--- config.mk ---
export PLATFORM = sky130hd
export DESIGN_NAME = rng_dispenser
export DESIGN_NICKNAME = d
export VERILOG_FILES = /design/src/rtl/rng_dispenser.sv
export SDC_FILE = /design/constraint.sdc
export NUM_CORES = 1
export LEC_CHECK = 0
export ABC_AREA = 1
export ABC_CLOCK_PERIOD_IN_PS = 2600
export BUFFER_PORTS_ARGS = -buffer_cell sky130_fd_sc_hd__clkbuf_2
export CAP_MARGIN = 10
export CORE_MARGIN = 4
export CORE_UTILIZATION = 50
export DETAILED_ROUTE_END_ITERATION = 6
export PLACE_DENSITY = 0.72
export SLEW_MARGIN = 20
export SYNTH_ARGS = -nofsm -noshare
export SYNTH_HDL_FRONTEND = slang
export SYNTH_SLANG_ARGS = --single-unit
--- constraint.sdc ---
create_clock -name clk -period 2.6 [get_ports clk]
set_clock_uncertainty 0.2 [all_clocks]
set_input_delay 0.52 -clock clk [delete_from_list [all_inputs] [get_ports clk]]
set_output_delay 0.52 -clock clk [all_outputs]
set_load 0.01 [all_outputs]
--- src/rtl/rng_dispenser.sv ---
// rng_dispenser: keeps up to two 96-bit PRNG blocks buffered and hands them out as W-bit words.
module rng_dispenser #(
  parameter int unsigned W       = 32,
  parameter int unsigned TIMEOUT = 64
) (
  input  logic          clk,
  input  logic          rst,
  input  logic          seed_load,
  input  logic [95:0]   seed,
  output logic          prng_req,
  output logic [95:0]   prng_seed,
  output logic          prng_mod,
  input  logic          prng_rdy,
  input  logic [95:0]   prng_data,
  output logic          rnd_valid,
  input  logic          rnd_ready,
  output logic [W-1:0]  rnd_data,
  output logic [1:0]    level,
  output logic          err
);

  localparam int unsigned BW = 96;
  localparam int unsigned N  = BW / W;
  localparam int unsigned KW = (N > 1) ? $clog2(N) : 1;
  localparam int unsigned TW = $clog2(TIMEOUT + 1);

  typedef enum logic [1:0] {UNSEEDED, REQ, WAIT, HOLD} state_t;

  state_t          st, st_nxt;
  logic [BW-1:0]   sreg, sreg_nxt;
  logic [BW-1:0]   b0, b0_nxt;
  logic [BW-1:0]   b1, b1_nxt;
  logic [1:0]      lvl_nxt, lvl_pop;
  logic [KW-1:0]   k, k_nxt;
  logic [TW-1:0]   tmr, tmr_nxt;
  logic            err_nxt;
  logic            disc, disc_nxt;
  logic            hs, rsp, tmo;

  // Word k of a block, MSB-first.
  function automatic logic [W-1:0] pick(input logic [BW-1:0] blk, input logic [KW-1:0] idx);
    logic [W-1:0] w;
    w = '0;
    for (int i = 0; i < int'(N); i++) begin
      if (idx == KW'(i)) w = blk[BW-1-W*i -: W];
    end
    return w;
  endfunction

  // Next-state: consumer pop first, then PRNG capture, then seed_load flush on top.
  always_comb begin
    st_nxt   = st;
    sreg_nxt = sreg;
    b0_nxt   = b0;
    b1_nxt   = b1;
    lvl_nxt  = level;
    k_nxt    = k;
    tmr_nxt  = '0;
    err_nxt  = err;
    disc_nxt = disc;
    hs       = rnd_valid & rnd_ready;
    rsp      = (st == WAIT) & prng_rdy;
    tmo      = (st == WAIT) & ~prng_rdy & (tmr == TW'(TIMEOUT - 1));

    if (hs) begin
      if (k == KW'(N - 1)) begin
        k_nxt   = '0;
        b0_nxt  = b1;
        lvl_nxt = level - 2'd1;
      end else begin
        k_nxt = k + KW'(1);
      end
    end
    lvl_pop = lvl_nxt;

    case (st)
      UNSEEDED: begin
        st_nxt = UNSEEDED;
      end
      REQ: begin
        st_nxt = WAIT;
      end
      WAIT: begin
        tmr_nxt = tmr + TW'(1);
        if (rsp) begin
          tmr_nxt  = '0;
          st_nxt   = REQ;
          disc_nxt = 1'b0;
          if (!disc) begin
            if (lvl_pop == 2'd0) b0_nxt = prng_data;
            else                 b1_nxt = prng_data;
            lvl_nxt  = lvl_pop + 2'd1;
            sreg_nxt = prng_data;
            if (lvl_nxt == 2'd2) st_nxt = HOLD;
          end
        end else if (tmo) begin
          tmr_nxt  = '0;
          err_nxt  = 1'b1;
          st_nxt   = REQ;
          disc_nxt = 1'b0;
        end
      end
      HOLD: begin
        if (lvl_pop != 2'd2) st_nxt = REQ;
      end
      default: begin
        st_nxt = UNSEEDED;
      end
    endcase

    if (seed_load) begin
      sreg_nxt = seed;
      lvl_nxt  = 2'd0;
      k_nxt    = '0;
      err_nxt  = 1'b0;
      case (st)
        // The request pulse is already on the wire this cycle; its answer must be dropped.
        REQ: begin
          st_nxt   = WAIT;
          disc_nxt = 1'b1;
        end
        // A response (or timeout) this cycle ends the in-flight request right away.
        WAIT: begin
          if (rsp || tmo) begin
            st_nxt   = REQ;
            disc_nxt = 1'b0;
          end else begin
            st_nxt   = WAIT;
            disc_nxt = 1'b1;
          end
        end
        default: begin
          st_nxt   = REQ;
          disc_nxt = 1'b0;
        end
      endcase
    end
  end

  // State and registered outputs.
  always_ff @(posedge clk) begin
    if (rst) begin
      st        <= UNSEEDED;
      sreg      <= '0;
      b0        <= '0;
      b1        <= '0;
      k         <= '0;
      tmr       <= '0;
      disc      <= 1'b0;
      prng_req  <= 1'b0;
      prng_mod  <= 1'b0;
      prng_seed <= '0;
      rnd_valid <= 1'b0;
      rnd_data  <= '0;
      level     <= 2'd0;
      err       <= 1'b0;
    end else begin
      st        <= st_nxt;
      sreg      <= sreg_nxt;
      b0        <= b0_nxt;
      b1        <= b1_nxt;
      k         <= k_nxt;
      tmr       <= tmr_nxt;
      disc      <= disc_nxt;
      prng_req  <= (st_nxt == REQ);
      prng_mod  <= (st_nxt == REQ);
      prng_seed <= sreg_nxt;
      rnd_valid <= (lvl_nxt != 2'd0);
      rnd_data  <= (lvl_nxt != 2'd0) ? pick(b0_nxt, k_nxt) : '0;
      level     <= lvl_nxt;
      err       <= err_nxt;
    end
  end

endmodule
==> run metrics <==
outcome=finished clean; Slew @ Worst Pin=around 860 ps; Cells after Synth=2050; Worst Hold Class=input pin to flip-flop; Vias=15000; r2r endpoint=rnd_data[7]$_SDFF_PP0_; FMAX=just over 400 MHz; die width=roughly 180 um; Max Fanout on Critical Path=35; Die Span Y=178 um; final hold vios=0; Cell Rows=61; I/O Pins=roughly 330; CTS Buffer Depth=3; worst endpoint data arrival time=2690 ps; min cycle time layout=2470 ps; Cell variety after synth=31; vias per inst=~5.5; placed standard-cell area=roughly 0.017 sq mm; ys async rst share=0%; setup violators final=0; CTS Buf Count=36; clock latency on the worst-skew pair=520 ps; Slew HR=42.9%; Cells on Worst Hold Path=3; GRT overflow=0; max-cap violations=0; CTS Sinks=337; power density over the cells=628 mW/mm^2; 1st-pass router iterations=5; global routing usage on met2=between 40% and 50%; mean area per synthesized cell=7.04 sq um; Core ar.=around 0.028 sq mm; Cell Count, Final, Fillers Out=approximately 2800; met1 Use GR=slightly above 40%; initial antenna violation count=1; final instance area=about 0.018 sq mm; worst r2r src=rnd_valid$_SDFF_PP0_; top cell type's share of synthesized area=around 47%; sequential element share of the synthesized area=46.8%; Routed WL per cell=around 18 um; PortBufs=330; Syn Nets=2255; Req. time, crit path=2810 ps; dpl cells=2688; Post-Syn Area=0.0144 sq mm; die area=0.0316 sq mm; Crit Path Class=flip-flop to flip-flop; Total Nets Final=2553; hold endpoint=sreg[29]$_SDFFE_PP0P_; CTS root buf=clkbuf_16; Worst VDD drop=427 uV; Final Slew Violations=0; Antenna Nets Post-Route=0; post-synthesis register bit count=337; leakage=7.84 nW; synth cell count leaders=509 x nand2_1, 358 x nor2_1, 337 x dfxtp_1, 272 x nand3_1, 100 x o21ai_0; vias in the first global route=13600; GR Util met3=approximately 4.3%; Hold-fix buffers, CTS=0; Post-synth EDFFs=0; min-delay src=seed[29]; DRC=0; post-detail-place hpwl=approximately 34 mm; GP Congestion=0.897; GR peak layer=met2; Synth Flop Type=dfxtp_1; global-route wire length before repair=74.3 mm; H-tree depth=2; worst reg2reg setup slack=130 ps; CTS tree=done; cell with the most instances after synthesis=nand2_1; Worst Setup Start Kind=flip-flop; final WL=48.4 mm; Area Overhead vs Synth=24.8%; largest net degree at the start of global routing=103; period utilization=95.2%; ratio of cells with drive above 1 in the final layout=a little over a fifth; biggest area consumer among synthesized cells=dfxtp_1; Area contributors post-synth=dfxtp_1 47%, nand2_1 13%, nand3_1 9.4%; Worst-path clk slew=60 ps; FF-to-FF path depth=15; gr usage total=between 20 and 30%; Initial Util=51.2%; Crit. End Element=flip-flop; 1st-iter DRT viols=1477; synth warn=0
kinds of logic (layout without fill, tap and decap cells):
| group | Yosys count | in the layout | synth area share, % |
|---|---|---|---|
| AND/OR/NAND/NOR | 1217 | 1217 | 35.5 |
| flip-flops | 337 | 337 | 46.8 |
| AO/OA/AOI/OAI | 267 | 267 | 10.7 |
| buffers and inverters | 218 | 539 | 6.21 |
| adder cells (fa/ha/maj) | 8 | 8 | 0.694 |
| XOR/XNOR | 3 | 3 | 0.182 |
| other | 0 | 1 | 0 |
per-stage QoR:
stage / setup TNS, ps / hold slack (ps) / util, % / total power, mW / setup WS (ps)
2_1_floorplan: 0 / 218 / - / 5.97 / 218
6_report: 0 / 44.1 / 63.9 / 11.3 / 125
3_3_place_gp: -2870 / 229 / 59.6 / 6.46 / -235
3_5_place_dp: -5730 / 246 / 59.6 / 6.47 / -319
4_1_cts: 0 / 29.5 / 63.7 / 11.4 / 15.9
5_1_grt: -81.6 / 41.5 / 63.9 / 11.7 / -26.3
registers in the layout, summed over array words and instances (netlist names):
register and cells:
k 2, rnd_valid 1, sreg 96, b1 96
st 2, tmr 7, rnd_data 32, disc 1
prng_mod 1, err 1, level 2, b0 96
what timing repair did:
action,in CTS,in global routing
setup endpoints to repair,2,27
resized for setup,2,17
setup buffers,0,0
pin swaps,0,3
routing by layer:
metal  vias up  share of wire, %
met5         -                 0
met4         0               3.4
met3        92               8.5
met2       686                45
met1      6984                43
li1       7282                 -
worst max path at each step:
stage	startpoint	end
2_1_floorplan	rnd_ready	b1[86]$_SDFFE_PP0P_
3_3_place_gp	rnd_ready	rnd_data[30]$_SDFF_PP0_
3_5_place_dp	rnd_ready	rnd_data[30]$_SDFF_PP0_
4_1_cts	rnd_valid$_SDFF_PP0_	rnd_data[2]$_SDFF_PP0_
5_1_grt	rnd_valid$_SDFF_PP0_	rnd_data[22]$_SDFF_PP0_
6_report	rnd_valid$_SDFF_PP0_	rnd_data[7]$_SDFF_PP0_
where the power goes:
group          total [mW]  switching (mW)  leakage [nW]  internal, mW
Combinational        1.02           0.633          4.53         0.387
Clock                4.92            2.03         0.568          2.89
Sequential           5.36          0.0602          2.74          5.30
Total                11.3            2.72          7.84          8.58
worst max-delay path: stages (launching register included):
cell     delay (ps)
dfxtp_1         340
nand2_2          80
nor2_4          110
nand3_2         100
nand2_1         110
nand2_1          70
inv_1            90
ha_2            210
nand2_4         100
buf_12          190
buf_4           150
or2_0           190
nand2_1          90
nor2_1           80
nor2_1          180
nor2_1           50
final cells by class:
| cell class | instances | area [sq um] |
|---|---|---|
| Antenna cell | 1 | 2.50 |
| Clock buffer | 52 | 1080 |
| Clock inverter | 9 | 62.6 |
| Fill cell | 2542 | 10200 |
| Inverter | 65 | 245 |
| Multi-Input combinational cell | 1495 | 6860 |
| Sequential cell | 337 | 6750 |
| Tap cell | 378 | 473 |
| Timing Repair Buffer | 413 | 2520 |
cells in the final DEF, fill, tap and decap left out, types with 2 or more instances in the layout:
cell | Yosys | layout
inv_2 | 5 | 5
inv_1 | 60 | 59
nor2_1 | 358 | 344
clkbuf_1 | 97 | 6
nand3_1 | 272 | 271
buf_12 | 0 | 19
or2_0 | 23 | 23
clkbuf_2 | 0 | 328
nor3_1 | 2 | 2
clkinv_2 | 0 | 7
or2_2 | 15 | 15
nor2_2 | 2 | 12
o211ai_1 | 30 | 30
nand2_2 | 1 | 3
xnor2_1 | 2 | 2
or2_1 | 27 | 27
clkbuf_16 | 0 | 38
buf_6 | 0 | 2
o21ai_0 | 100 | 100
nand2_1 | 509 | 507
nor2_4 | 2 | 6
buf_4 | 4 | 64
ha_1 | 8 | 7
clkbuf_8 | 0 | 8
nand4_1 | 3 | 3
dfxtp_1 | 337 | 337
a31oi_1 | 94 | 94
a21oi_1 | 40 | 40
Note: power is estimated with default switching activity, not from simulation.
